$ cat config.mk
export PLATFORM = sky130hd
export DESIGN_NAME = fuzz_stim_sequencer
export DESIGN_NICKNAME = d
export VERILOG_FILES = /design/src/rtl/fuzz_seq_pkg.sv /design/src/rtl/fuzz_misr32.sv /design/src/rtl/fuzz_stim_sequencer.sv
export SDC_FILE = /design/constraint.sdc
export NUM_CORES = 1
export LEC_CHECK = 0
export ABC_AREA = 1
export BUFFER_PORTS_ARGS = -buffer_cell sky130_fd_sc_hd__buf_2
export CAP_MARGIN = 30
export CORE_AREA = 2 2 258 260
export CTS_CLUSTER_DIAMETER = 80
export CTS_CLUSTER_SIZE = 24
export DETAILED_ROUTE_END_ITERATION = 8
export DIE_AREA = 0 0 260 262
export SYNTH_ARGS = -nofsm -noshare
export SYNTH_HDL_FRONTEND = slang
export SYNTH_SLANG_ARGS = --single-unit
$ cat constraint.sdc
create_clock -name clk -period 2.2 [get_ports clk]
set_clock_uncertainty 0.15 [all_clocks]
set_input_delay 0.11 -clock clk [delete_from_list [all_inputs] [get_ports clk]]
set_output_delay 0.11 -clock clk [all_outputs]
set_load 0.01 [all_outputs]
$ cat src/rtl/fuzz_seq_pkg.sv
// Shared types and constants for the fuzz stimulus sequencer and its offline signature checker.
package fuzz_seq_pkg;

  typedef enum logic [1:0] {
    ST_IDLE,
    ST_FETCH,
    ST_SETTLE,
    ST_DONE
  } seq_state_e;

  localparam logic [31:0] MISR_POLY = 32'h04C11DB7;
  localparam logic [31:0] MISR_SEED = 32'hFFFFFFFF;

  // Field placement of the DUT input wires within the packed vector
  localparam int unsigned WIRE0_OFF = 0;
  localparam int unsigned WIRE0_W   = 19;
  localparam int unsigned WIRE1_OFF = 19;
  localparam int unsigned WIRE1_W   = 21;
  localparam int unsigned WIRE2_OFF = 40;
  localparam int unsigned WIRE2_W   = 9;
  localparam int unsigned WIRE3_OFF = 49;
  localparam int unsigned WIRE3_W   = 15;

endpackage

$ cat src/rtl/fuzz_misr32.sv
// Combinational fold of an OUT_W-bit sample into 32 bits followed by one MISR step.
module fuzz_misr32
  import fuzz_seq_pkg::*;
#(
  parameter int unsigned OUT_W = 242
) (
  input  logic [31:0]      sig_i,
  input  logic [OUT_W-1:0] y_i,
  output logic [31:0]      sig_o
);

  localparam int unsigned NCH = (OUT_W + 31) / 32;

  logic [NCH*32-1:0] padded;
  logic [31:0]       folded;

  always_comb begin
    padded              = '0;
    padded[OUT_W-1:0]   = y_i;
    folded              = '0;
    for (int unsigned k = 0; k < NCH; k++) begin
      folded = folded ^ padded[k*32 +: 32];
    end
    sig_o = {sig_i[30:0], 1'b0} ^ (sig_i[31] ? MISR_POLY : '0) ^ folded;
  end

endmodule

$ cat src/rtl/fuzz_stim_sequencer.sv
// Streams packed vectors onto the fuzz DUT inputs, samples y after a settle time and compresses it into a MISR.
module fuzz_stim_sequencer
  import fuzz_seq_pkg::*;
#(
  parameter int unsigned IN_W    = 64,
  parameter int unsigned OUT_W   = 242,
  parameter int unsigned NUM_VEC = 21,
  parameter int unsigned SETTLE  = 1,
  parameter int unsigned CNT_W   = 16
) (
  input  logic             clk,
  input  logic             rst_n,
  input  logic             start,
  input  logic             abort,
  input  logic             vec_valid,
  input  logic [IN_W-1:0]  vec_data,
  output logic             vec_ready,
  output logic [IN_W-1:0]  dut_in,
  input  logic [OUT_W-1:0] dut_y,
  output logic             cap_valid,
  output logic [OUT_W-1:0] cap_data,
  output logic [CNT_W-1:0] vec_count,
  output logic [31:0]      signature,
  output logic             busy,
  output logic             done
);

  localparam int unsigned SW = (SETTLE > 1) ? $clog2(SETTLE) : 1;

  if (NUM_VEC < 1 || NUM_VEC > (2 ** CNT_W) - 1) begin : g_bad_num_vec
    $error("fuzz_stim_sequencer: NUM_VEC out of range");
  end
  if (SETTLE < 1) begin : g_bad_settle
    $error("fuzz_stim_sequencer: SETTLE must be >= 1");
  end
  if (WIRE3_OFF + WIRE3_W != IN_W || WIRE2_OFF + WIRE2_W != WIRE3_OFF ||
      WIRE1_OFF + WIRE1_W != WIRE2_OFF || WIRE0_OFF + WIRE0_W != WIRE1_OFF) begin : g_bad_layout
    $error("fuzz_stim_sequencer: IN_W does not match the wire field layout");
  end

  seq_state_e       state_q, state_d;
  logic [IN_W-1:0]  dut_in_q, dut_in_d;
  logic [OUT_W-1:0] cap_data_q, cap_data_d;
  logic             cap_valid_q, cap_valid_d;
  logic [CNT_W-1:0] cnt_q, cnt_d, cnt_inc;
  logic [31:0]      sig_q, sig_d, sig_next;
  logic [SW-1:0]    settle_q, settle_d;

  fuzz_misr32 #(.OUT_W(OUT_W)) u_misr (
    .sig_i (sig_q),
    .y_i   (dut_y),
    .sig_o (sig_next)
  );

  assign cnt_inc = cnt_q + CNT_W'(1);

  always_comb begin
    state_d     = state_q;
    dut_in_d    = dut_in_q;
    cap_data_d  = cap_data_q;
    cap_valid_d = 1'b0;
    cnt_d       = cnt_q;
    sig_d       = sig_q;
    settle_d    = settle_q;
    // abort masks ready so a simultaneous vector is never consumed
    vec_ready   = (state_q == ST_FETCH) && !abort;

    if (abort) begin
      state_d  = ST_IDLE;
      dut_in_d = '0;
    end else begin
      unique case (state_q)
        ST_IDLE: begin
          dut_in_d = '0;
          if (start) begin
            state_d = ST_FETCH;
            cnt_d   = '0;
            sig_d   = MISR_SEED;
          end
        end
        ST_FETCH: begin
          if (vec_valid) begin
            dut_in_d = vec_data;
            settle_d = SW'(SETTLE - 1);
            state_d  = ST_SETTLE;
          end
        end
        ST_SETTLE: begin
          if (settle_q == '0) begin
            cap_data_d  = dut_y;
            cap_valid_d = 1'b1;
            sig_d       = sig_next;
            cnt_d       = cnt_inc;
            state_d     = (cnt_inc == CNT_W'(NUM_VEC)) ? ST_DONE : ST_FETCH;
          end else begin
            settle_d = settle_q - SW'(1);
          end
        end
        ST_DONE: begin
          if (start) begin
            state_d = ST_FETCH;
            cnt_d   = '0;
            sig_d   = MISR_SEED;
          end
        end
        default: state_d = ST_IDLE;
      endcase
    end
  end

  always_ff @(posedge clk or negedge rst_n) begin
    if (!rst_n) begin
      state_q     <= ST_IDLE;
      dut_in_q    <= '0;
      cap_data_q  <= '0;
      cap_valid_q <= 1'b0;
      cnt_q       <= '0;
      sig_q       <= MISR_SEED;
      settle_q    <= '0;
    end else begin
      state_q     <= state_d;
      dut_in_q    <= dut_in_d;
      cap_data_q  <= cap_data_d;
      cap_valid_q <= cap_valid_d;
      cnt_q       <= cnt_d;
      sig_q       <= sig_d;
      settle_q    <= settle_d;
    end
  end

  assign dut_in    = dut_in_q;
  assign cap_data  = cap_data_q;
  assign cap_valid = cap_valid_q;
  assign vec_count = cnt_q;
  assign signature = sig_q;
  assign busy      = (state_q == ST_FETCH) || (state_q == ST_SETTLE);
  assign done      = (state_q == ST_DONE);

endmodule

==> results.sh, run 1 <==
export IMPL_outcome="finished clean"
export IMPL_cp_arrival_ns=2.48
export IMPL_viasPerCell=4.260
export IMPL_dieArea_um2=68120
export IMPL_worst_pin_slew_ns=0.6844
export IMPL_hp_class="in2async"
export IMPL_power_density_nw_per_um2=1109
export IMPL_htreeDepth=1
export IMPL_yosys_top_cells_area="dfrtp_1 (49%), nand2_1 (20%), xnor2_1 (7.0%)"
export IMPL_synthSimpleGateAreaFrac=0.2338
export IMPL_grt_pass1_vias=16330
export IMPL_synth_top_area_share=0.4897
export IMPL_synthMuxAreaShare=0
export IMPL_cp_end_kind="flip-flop"
export IMPL_netlist_area_um2=16610
export IMPL_p_leak_nw=13.34
export IMPL_grt_pass1_wl_um=95430
export IMPL_ctsRootBufferMaster="clkbuf_16"
export IMPL_path_max_fanout=17
export IMPL_crit_slowest_cell="dlygate4sd3_1"
export IMPL_synth_top_family_by_area="simple AND/OR/NAND/NOR gates"
export IMPL_hold_viol=0
export IMPL_die_h_um=262
export IMPL_yosysTopAreaCell="dfrtp_1"
export IMPL_irDropWorstVdd_mv=0.6341
export IMPL_drive_above_1_share=0.2802
export IMPL_slew_viol_final=0
export IMPL_cts_tree="done"
export IMPL_worst_hold_slack_ns=0.06989
export IMPL_vias=16320
export IMPL_syn_nets=2272
export IMPL_path_clk_slew_ns=0.09
export IMPL_initial_utilization=0.2544
export IMPL_startpoint_type="flip-flop"
export IMPL_synth_enable_flop_cells=0
export IMPL_ys_seq_elements=357
export IMPL_pin_count=669
export IMPL_drtPass1Iterations=5
export IMPL_antenna_left=0
export IMPL_crit_top_cell="inv_1"
export IMPL_critical_path_class="reg2reg"
export IMPL_worstPathRequired_ns=2.55
export IMPL_area_growth_synth_to_final_pct=54.14
export IMPL_synth_cell_type_count=30
export IMPL_setup_violations=0
export IMPL_fmaxAchievable_ghz=0.4710
export IMPL_crit_chain="inv_1 -> ha_2 -> inv_1 -> nor2_4 -> buf_12 -> nand2_1 -> dlygate4sd3_1 -> o21ai_0"
export IMPL_syn_inst=1955
export IMPL_maxCapViolCount=0
export IMPL_clkSinkCount=357
export IMPL_period_minus_slack_ns=2.123
export IMPL_die_x_um=260
export IMPL_power_mw=28.39
export IMPL_yosysSeqAreaShare=0.5403
export IMPL_synth_fa_ha_area_frac=0.004520
export IMPL_place_congestion=0.8857
export IMPL_totalWireLength_um=64360
export IMPL_synthXorXnorAreaFrac=0.1176
export IMPL_slew_headroom=0.5437
export IMPL_core_area_um2=65280
export IMPL_overflow=0
export IMPL_drc=0
export IMPL_fin_nets=3264
export IMPL_grt_max_degree=128
export IMPL_cts_buffers_inserted=26
export IMPL_critical_path_top_delay_family="buffers and inverters"
export IMPL_grtUsageTotal=0.1796
export IMPL_antenna_found_initial=0
export IMPL_synth_compound_gate_area_share=0.05047
export IMPL_clk_latency_ns=0.60
export IMPL_cp_num_buf_inv=4
export IMPL_fp_row_count=94
export IMPL_ys_warnings_count=0
export IMPL_io_buffers=668
export IMPL_dpl_hpwl_um=46100
export IMPL_drt_wirelength_per_cell_um=16.80
export IMPL_async_reset_ff_frac=1.000
export IMPL_syn_area_per_cell_um2=8.495
export IMPL_post_route_period_util=0.9652
export IMPL_cts_max_path_buffers=3
export IMPL_cpPeakStageDelay_ns=0.57
export IMPL_fillers=6446
export IMPL_drt_iter0_drc=1028
export IMPL_ys_flop_type="dfrtp_1"
[cell families (layout without fill, tap and decap cells)]
family,Yosys count,after routing
compound gates,153,153
xor+xnor,223,223
fa+ha+maj,6,6
buf+inv,215,1226
flops,357,357
other cells,0,1
simple gates,1001,1001
[what timing repair did]
action | 4_1_cts | 5_1_grt
endpoints found under the hold margin | 692 | 0
cloned | 2 | 0
buffers inserted | 1 | 1
pin swaps | 1 | 1
setup endpoints to repair | 1 | 16
hold buffers | 325 | 0
gates resized for setup | 0 | 4
[cell usage after synthesis, types with 5 or more instances]
| cell | number |
|---|---|
| nand2_1 | 892 |
| buf_2 | 57 |
| nand4_1 | 5 |
| xnor2_1 | 133 |
| dfrtp_1 | 325 |
| o22ai_1 | 17 |
| or2_2 | 9 |
| ha_1 | 6 |
| clkbuf_1 | 25 |
| nor2_1 | 56 |
| xor2_1 | 90 |
| inv_1 | 128 |
| o21bai_1 | 11 |
| dfstp_2 | 32 |
| o21ai_0 | 116 |
| nand3_1 | 19 |
[path summary, 6_finish.rpt]
kind	startpoint	endpoint	slack [ns]	depth (start not counted)
hold reg to reg	cap_data[169]$_DFFE_PN0P_	cap_data[169]$_DFFE_PN0P_	0.33	2
setup reg to reg	state_q[1]$_DFFE_PN0P_	dut_in[1]$_DFFE_PN0P_	0.08	8
max in group asynchronous	rst_n	cap_data[207]$_DFFE_PN0P_	1.37	3
min in group clk	dut_y[109]	cap_data[109]$_DFFE_PN0P_	0.12	4
hold / removal	rst_n	signature[4]$_DFFE_PN1P_	0.07	2
setup / recovery	state_q[1]$_DFFE_PN0P_	dut_in[1]$_DFFE_PN0P_	0.08	8
[per-stage QoR]
step	setup slack [ns]	TNS, ns	cells	util	cell area (um2)
2_1_floorplan	0.2229	0	1955	-	16610
3_3_place_gp	0.1365	0	3454	0.3260	21280
3_5_place_dp	0.1069	0	3454	0.3260	21280
4_1_cts	0.04372	0	3829	0.3920	25590
5_1_grt	-0.01733	-0.02938	3830	0.3922	25600
6_report	0.07667	0	3831	0.3922	25600
[per-layer routing]
| layer | GRT usage | wire [um] | vias up |
|---|---|---|---|
| met4 | 0.05220 | 1530 | 0 |
| met5 | 0 | 0 | - |
| met3 | 0.04032 | 4540 | 97 |
| li1 | - | - | 7916 |
| met2 | 0.2986 | 30760 | 583 |
| met1 | 0.2339 | 27520 | 7724 |
[final cells by class]
cell class / instances / area [um2] / area share
Sequential cell: 357 / 8974 / 0.3505
Multi-Input combinational cell: 1383 / 6788 / 0.2651
Tap cell: 864 / 1081 / 0.04223
Clock buffer: 29 / 681.9 / 0.02664
Antenna cell: 1 / 2.502 / 0.00009775
Timing Repair Buffer: 1048 / 7292 / 0.2848
Inverter: 131 / 496.7 / 0.01940
Clock inverter: 18 / 285.3 / 0.01114
[cells in the final DEF, fill, tap and decap left out, types with 4 or more instances in the layout]
master and count:
nand3_1 19, inv_1 128, o21bai_1 11, ha_1 4, nand4_1 5, nor2_4 5, xnor2_1 133, o21ai_1 5
nor2_2 4, o22ai_1 17, dfrtp_1 325, or2_2 9, buf_12 18, dfstp_2 32, clkbuf_16 26, o21ai_0 114
dlygate4sd3_1 324, xor2_1 90, nor2_1 54, buf_2 667, buf_4 36, nand2_1 891, nand2_2 4
[state kept, by name, summed over array words and instances (netlist names)]
| signal | cells |
|---|---|
| cap_data | 242 |
| cap_valid | 1 |
| dut_in | 64 |
| signature | 32 |
| state_q | 2 |
| vec_count | 16 |
[where the power goes]
| part | leakage [nW] | total [mW] | internal (mW) | switching, mW |
|---|---|---|---|---|
| Clock | 0.458 | 5.51 | 2.56 | 2.95 |
| Combinational | 8.37 | 12.0 | 4.99 | 7.05 |
| Sequential | 4.51 | 10.8 | 9.28 | 1.56 |
No activity file was read; power rests on OpenSTA's default activity.
==> run 2: changes to the inputs <==
--- a/config.mk
+++ b/config.mk
@@ -5,14 +5,14 @@
 export SDC_FILE = /design/constraint.sdc
 export NUM_CORES = 1
 export LEC_CHECK = 0
-export ABC_AREA = 1
 export BUFFER_PORTS_ARGS = -buffer_cell sky130_fd_sc_hd__buf_2
 export CAP_MARGIN = 30
-export CORE_AREA = 2 2 258 260
+export CORE_AREA = 2 2 261 263
+export CTS_BUF_LIST = sky130_fd_sc_hd__clkbuf_8
 export CTS_CLUSTER_DIAMETER = 80
 export CTS_CLUSTER_SIZE = 24
 export DETAILED_ROUTE_END_ITERATION = 8
-export DIE_AREA = 0 0 260 262
+export DIE_AREA = 0 0 263 265
 export SYNTH_ARGS = -nofsm -noshare
 export SYNTH_HDL_FRONTEND = slang
 export SYNTH_SLANG_ARGS = --single-unit
==> results.sh, run 2 <==
export IMPL_syn_area_per_cell_um2=8.920
export IMPL_use_met3=0.04041
export IMPL_ys_warnings_count=0
export IMPL_syn_nets=2141
export IMPL_grt_max_degree=65
export IMPL_ctsRootBufferMaster="clkbuf_8"
export IMPL_netlist_area_um2=16270
export IMPL_core_area_um2=66800
export IMPL_slew_headroom=0.6124
export IMPL_fin_nets=3160
export IMPL_yosysSeqAreaShare=0.5515
export IMPL_dpl_hpwl_um=46800
export IMPL_largest_register_ffs=242
export IMPL_grt_pass1_vias=16610
export IMPL_hp_class="in2reg"
export IMPL_layout_commonest_cell="nand2_1"
export IMPL_drt_wirelength_per_cell_um=17.06
export IMPL_irDropWorstVdd_mv=0.7350
export IMPL_cp_arrival_ns=2.57
export IMPL_p_sw_frac=0.4078
export IMPL_yosysTopAreaCell="dfrtp_1"
export IMPL_startpoint_type="flip-flop"
export IMPL_die_x_um=263
export IMPL_hold_depth=4
export IMPL_maxCapViolCount=0
export IMPL_use_met1=0.2037
export IMPL_dp_slack_ns=0.1440
export IMPL_antenna_found_initial=6
export IMPL_p_leak_nw=13.09
export IMPL_viasPerCell=4.303
export IMPL_power_mw=27.33
export IMPL_drt_iter0_drc=925
export IMPL_syn_inst=1824
export IMPL_grt_pass1_wl_um=96960
export IMPL_combinationalPowerShare=0.453
export IMPL_power_density_nw_per_um2=1085
export IMPL_clk_latency_ns=0.64
export IMPL_seqPwrFrac=0.393
export IMPL_area_growth_synth_to_final_pct=54.80
export IMPL_cpPeakStageDelay_ns=0.56
export IMPL_drtPass1Iterations=5
export IMPL_synth_cell_type_count=42
export IMPL_fillers=6665
export IMPL_overflow=0
export IMPL_htreeDepth=1
export IMPL_fp_row_count=95
export IMPL_grt_most_used_layer="met2"
export IMPL_drive_above_1_share=0.2943
export IMPL_cts_tree="done"
export IMPL_die_h_um=265
export IMPL_setup_violations=0
export IMPL_path_clk_slew_ns=0.14
export IMPL_p_int_mw=16.19
export IMPL_cp_end_kind="flip-flop"
export IMPL_synthTopCellsByCount="nand2_1 (868), dfrtp_1 (325), xnor2_1 (247)"
export IMPL_power_share_clock=0.154
export IMPL_worst_pin_slew_ns=0.5773
export IMPL_crit_chain="inv_1 -> ha_2 -> nor2b_4 -> buf_4 -> buf_4 -> nand3_1 -> dlygate4sd3_1 -> nand2_1"
export IMPL_place_congestion=0.8220
export IMPL_yosys_top_cells_area="dfrtp_1 (50%), nand2_1 (20%), xnor2_1 (13%)"
export IMPL_period_minus_slack_ns=2.122
export IMPL_io_buffers=668
export IMPL_initial_utilization=0.2436
export IMPL_ys_seq_elements=357
export IMPL_hold_viol=0
export IMPL_synth_enable_flop_cells=0
export IMPL_async_reset_ff_frac=1.000
export IMPL_totalWireLength_um=63770
export IMPL_crit_slowest_cell="dlygate4sd3_1"
export IMPL_path_max_fanout=6
export IMPL_p_sw_mw=11.15
export IMPL_slew_viol_final=0
export IMPL_cts_buffers_inserted=24
export IMPL_critical_path_class="reg2reg"
export IMPL_rr_worst_depth=8
export IMPL_cts_max_path_buffers=3
export IMPL_yosysMostFrequentCell="nand2_1"
export IMPL_postLayoutSetupSlackWorst_ns=0.07825
export IMPL_drc=0
export IMPL_final_cell_mix="nand2_1 (868), buf_2 (667), dlygate4sd3_1 (332)"
export IMPL_vias=16080
export IMPL_outcome="finished clean"
export IMPL_worstPathRequired_ns=2.65
export IMPL_fmaxAchievable_ghz=0.4713
export IMPL_antenna_left=0
export IMPL_pin_count=669
export IMPL_synth_top_area_share=0.4998
export IMPL_clkSinkCount=357
export IMPL_post_route_period_util=0.9644
export IMPL_crit_top_cell="buf_4"
export IMPL_ys_flop_type="dfrtp_1"
export IMPL_dieArea_um2=69700
export IMPL_grt_setup_unrepaired="true"
export IMPL_grt_use_met2=0.3130
export IMPL_grtUsageTotal=0.1769
## run 2: changes by cell type after synthesis, moves of 14 or more
cell	before	now
a21oi_1	0	42
buf_2	57	43
clkbuf_1	25	41
inv_1	128	11
nand2_1	892	868
nand3_1	19	72
o21ai_0	116	22
o22ai_1	17	3
xnor2_1	133	247
xor2_1	90	13
## run 2: power groups by stage
stage          clock (mW)  sequential [mW]  combinational, mW
2_1_floorplan           0             11.9               5.13
3_3_place_gp            0             10.8               11.8
3_5_place_dp            0             10.8               11.9
4_1_cts              4.36             10.7               12.5
5_1_grt              4.61             11.0               13.6
6_report             4.21             10.7               12.4
## run 2: timing repair
item / in CTS / in global routing
endpoints found under the hold margin: 701 / 0
buffers inserted: 2 / 0
endpoints found under the setup margin: 1 / 3
cloned: 0 / 0
resized for setup: 1 / 1
hold buffers: 333 / 0
## run 2: worst paths after layout
kind / start / endpoint / slack [ns]
worst min register to register: dut_in[47]$_DFFE_PN0P_ / dut_in[47]$_DFFE_PN0P_ / 0.32
worst min-delay path: dut_y[141] / cap_data[141]$_DFFE_PN0P_ / 0.05
worst max register to register: state_q[1]$_DFFE_PN0P_ / dut_in[49]$_DFFE_PN0P_ / 0.08
worst max-delay path: state_q[1]$_DFFE_PN0P_ / dut_in[49]$_DFFE_PN0P_ / 0.08
max in group asynchronous: rst_n / signature[31]$_DFFE_PN1P_ / 0.82
min in group asynchronous: rst_n / signature[23]$_DFFE_PN1P_ / 0.58
## run 2: final cells by class
class / instances / area, um2 / share of cell area
antenna: 3 / 7.507 / 0.0002981
clock buffer: 27 / 371.6 / 0.01475
clock inverter: 17 / 249.0 / 0.009886
inverter: 12 / 52.55 / 0.002086
multi-input combinational: 1364 / 6883 / 0.2733
sequential: 357 / 8974 / 0.3563
tap: 873 / 1092 / 0.04337
timing repair buffer: 1084 / 7557 / 0.3000
## run 2: cell families (layout without fill, tap and decap cells)
kind of cell    Yosys count  count (layout)  synth area share
flops                   357             357            0.5515
other cells               0               3                 0
xor+xnor                260             260            0.1400
compound gates           80              80           0.02692
mux                       1               1         0.0006152
buf+inv                 103            1140           0.02753
simple gates           1017            1017            0.2488
fa+ha+maj                 6               6          0.004614
## run 2: routing by layer
| layer | vias up | routed length (um) |
|---|---|---|
| met5 | - | 21 |
| met1 | 7645 | 24870 |
| met4 | 4 | 2987 |
| met3 | 123 | 4479 |
| met2 | 631 | 31410 |
| li1 | 7677 | - |
## run 2: per-stage QoR
stage               hold slack (ns)  instance area (um2)    util  instances  setup TNS (ns)
global route                0.01130                25190  0.3770       3737       -0.009023
CTS                       0.0002890                25180  0.3769       3734               0
detailed placement         -0.06314                21200  0.3173       3355               0
finish                      0.04734                25190  0.3770       3737               0
floorplan                   -0.3356                16270       -       1824               0
global placement           -0.06161                21200  0.3173       3355               0
## run 2: worst max-delay path, delay by kind of cell, from the launching register on
kind          cells  cell delay [ns]
buf+inv           4             0.96
flops             1             0.39
simple gates      3             0.37
fa+ha+maj         1             0.23
==> run 3: changes to the inputs <==
--- a/config.mk
+++ b/config.mk
@@ -13,6 +13,8 @@
 export CTS_CLUSTER_SIZE = 24
 export DETAILED_ROUTE_END_ITERATION = 8
 export DIE_AREA = 0 0 263 265
+export GPL_TIMING_DRIVEN = 0
 export SYNTH_ARGS = -nofsm -noshare
 export SYNTH_HDL_FRONTEND = slang
+export SYNTH_HIERARCHICAL = 1
 export SYNTH_SLANG_ARGS = --single-unit
==> results.sh, run 3 <==
export IMPL_fin_nets=2620
export IMPL_maxCapViolCount=0
export IMPL_setup_tns_ns=0
export IMPL_grtUsageTotal=0.1764
export IMPL_viasPerCell=4.436
export IMPL_grt_pass1_wl_um=94640
export IMPL_irDropWorstVdd_mv=0.7666
export IMPL_cts_max_path_buffers=3
export IMPL_power_density_nw_per_um2=1126
export IMPL_yosys_top_cells_area="dfrtp_1 (50%), mux2_2 (17%), xnor2_1 (9.9%)"
export IMPL_htreeDepth=1
export IMPL_die_h_um=265
export IMPL_cts_buffers_inserted=26
export IMPL_netlist_area_um2=16250
export IMPL_hp_class="in2reg"
export IMPL_fmaxAchievable_ghz=0.4677
export IMPL_antenna_found_initial=2
export IMPL_clkSinkCount=357
export IMPL_worstPathRequired_ns=2.63
export IMPL_grt_setup_unrepaired="true"
export IMPL_yosysSeqAreaShare=0.5521
export IMPL_path_max_fanout=10
export IMPL_drive_above_1_share=0.4636
export IMPL_fin_area_um2=25420
export IMPL_p_leak_nw=12.01
export IMPL_startpoint_type="flip-flop"
export IMPL_place_area_um2=20780
export IMPL_drt_iter0_drc=738
export IMPL_slew_headroom=0.5241
export IMPL_post_route_util=0.3805
export IMPL_rrSetupSlack_ns=0.06
export IMPL_fp_row_count=95
export IMPL_place_congestion=0.9229
export IMPL_final_cell_mix="buf_2 (670), dlygate4sd3_1 (350), dfrtp_1 (323)"
export IMPL_critical_path_class="reg2reg"
export IMPL_drt_wirelength_per_cell_um=20.14
export IMPL_rr_worst_depth=8
export IMPL_path_clk_slew_ns=0.14
export IMPL_outcome="finished clean"
export IMPL_worst_pin_slew_ns=0.7139
export IMPL_ys_seq_elements=357
export IMPL_syn_inst=1251
export IMPL_hold_depth=4
export IMPL_core_area_um2=66800
export IMPL_grt_pass1_vias=15450
export IMPL_syn_area_per_cell_um2=12.99
export IMPL_cp_arrival_ns=2.57
export IMPL_die_x_um=263
export IMPL_io_buffers=667
export IMPL_hold_end="dut_in[20]$_DFFE_PN0P_"
export IMPL_ys_flop_type="dfrtp_1"
export IMPL_period_minus_slack_ns=2.138
export IMPL_layout_commonest_cell="buf_2"
export IMPL_cts_tree="done"
export IMPL_yosysMostFrequentCell="dfrtp_1"
export IMPL_ys_warnings_count=6
export IMPL_grt_max_degree=118
export IMPL_dpl_hpwl_um=46690
export IMPL_totalWireLength_um=64400
export IMPL_synth_cell_type_count=46
export IMPL_pin_count=669
export IMPL_post_route_period_util=0.9720
export IMPL_ctsRootBufferMaster="clkbuf_8"
export IMPL_hold_viol=0
export IMPL_cp_end_kind="flip-flop"
export IMPL_r2r_start="state_q[0]$_DFFE_PN0P_"
export IMPL_synthTopCellsByCount="dfrtp_1 (325), mux2_2 (242), xnor2_1 (184)"
export IMPL_slew_viol_final=0
export IMPL_min_from="vec_data[20]"
export IMPL_drc=0
export IMPL_async_reset_ff_frac=1.000
export IMPL_synth_top_area_share=0.5004
export IMPL_overflow=0
export IMPL_dieArea_um2=69700
export IMPL_vias=14190
export IMPL_initial_utilization=0.2433
export IMPL_largest_register_ffs=242
export IMPL_setup_violations=0
export IMPL_clk_latency_ns=0.64
export IMPL_drtPass1Iterations=5
export IMPL_antenna_left=0
export IMPL_synth_enable_flop_cells=0
export IMPL_area_growth_synth_to_final_pct=56.38
export IMPL_syn_nets=1568
export IMPL_yosysTopAreaCell="dfrtp_1"
export IMPL_r2r_end="signature[26]$_DFFE_PN1P_"
run 3: repair_timing:
action | in CTS | in global routing
setup endpoints to repair | 325 | 210
setup buffers | 1 | 2
gates cloned | 0 | 2
hold buffers | 351 | 0
resized for setup | 87 | 51
pin swaps | 0 | 2
endpoints found under the hold margin | 580 | 0
run 3: final cells by class:
type | count | area [um2]
Multi-Input combinational cell | 824 | 7038
Clock buffer | 27 | 371.6
Fill cell | 6425 | 41380
Antenna cell | 2 | 5.005
Tap cell | 873 | 1092
Clock inverter | 21 | 290.3
Inverter | 6 | 22.52
Buffer | 62 | 608.1
Timing Repair Buffer | 1026 | 7013
Sequential cell | 357 | 8976
run 3: logic make-up (layout without fill, tap and decap cells):
kind of cell	Yosys count	count (layout)	synth area share
compound gates	85	85	0.03688
xor+xnor	237	237	0.1487
fa+ha+maj	6	6	0.004619
buf+inv	70	1142	0.01994
flops	357	357	0.5521
mux	242	242	0.1677
other cells	0	2	0
simple gates	254	254	0.07005
run 3: worst max path at each step:
stage | slack (ns) | to | startpoint | cells past startpoint
2_1_floorplan | 0.12 | vec_count[1]$_DFFE_PN0P_ | state_q[0]$_DFFE_PN0P_ | 7
3_3_place_gp | -6.09 | vec_count[13]$_DFFE_PN0P_ | rst_n | 1
3_5_place_dp | -1.34 | vec_count[1]$_DFFE_PN0P_ | state_q[0]$_DFFE_PN0P_ | 7
4_1_cts | -0.07 | vec_ready | state_q[1]$_DFFE_PN0P_ | 5
5_1_grt | -0.03 | signature[25]$_DFFE_PN1P_ | state_q[0]$_DFFE_PN0P_ | 8
6_report | 0.06 | signature[26]$_DFFE_PN1P_ | state_q[0]$_DFFE_PN0P_ | 8
run 3: where the power goes:
part	total [mW]	internal [mW]	leakage (nW)	switching, mW
registers	11.1	9.43	4.38	1.66
clock network	4.22	1.48	0.334	2.74
logic	13.3	6.62	7.30	6.69
total	28.6	17.5	12.0	11.1
run 3: per-layer routing:
metal / share of wire / track usage / routed length, um
met1: 0.40 / 0.2103 / 25970
met2: 0.51 / 0.3187 / 32900
met3: 0.052 / 0.03056 / 3378
met4: 0.033 / 0.06239 / 2142
met5: 0 / 0 / 0
run 3: critical path, stage by stage, from the launching register on:
cell and delay (ns):
dfrtp_2 0.46, inv_1 0.11, ha_2 0.35, nor2_4 0.18
nor3_4 0.06, buf_12 0.16, clkbuf_8 0.17, buf_4 0.21
o22a_1 0.21
run 3: stage by stage:
step	hold slack [ns]	instances	power, mW	setup slack [ns]
floorplan	-0.3356	1251	17.89	0.1227
global placement	0.1827	2791	23.17	-6.094
detailed placement	-0.08050	2794	23.52	-1.345
CTS	0.0002254	3193	28.62	-0.06762
global route	0.01041	3198	30.22	-0.03061
finish	0.06544	3198	28.61	0.06166
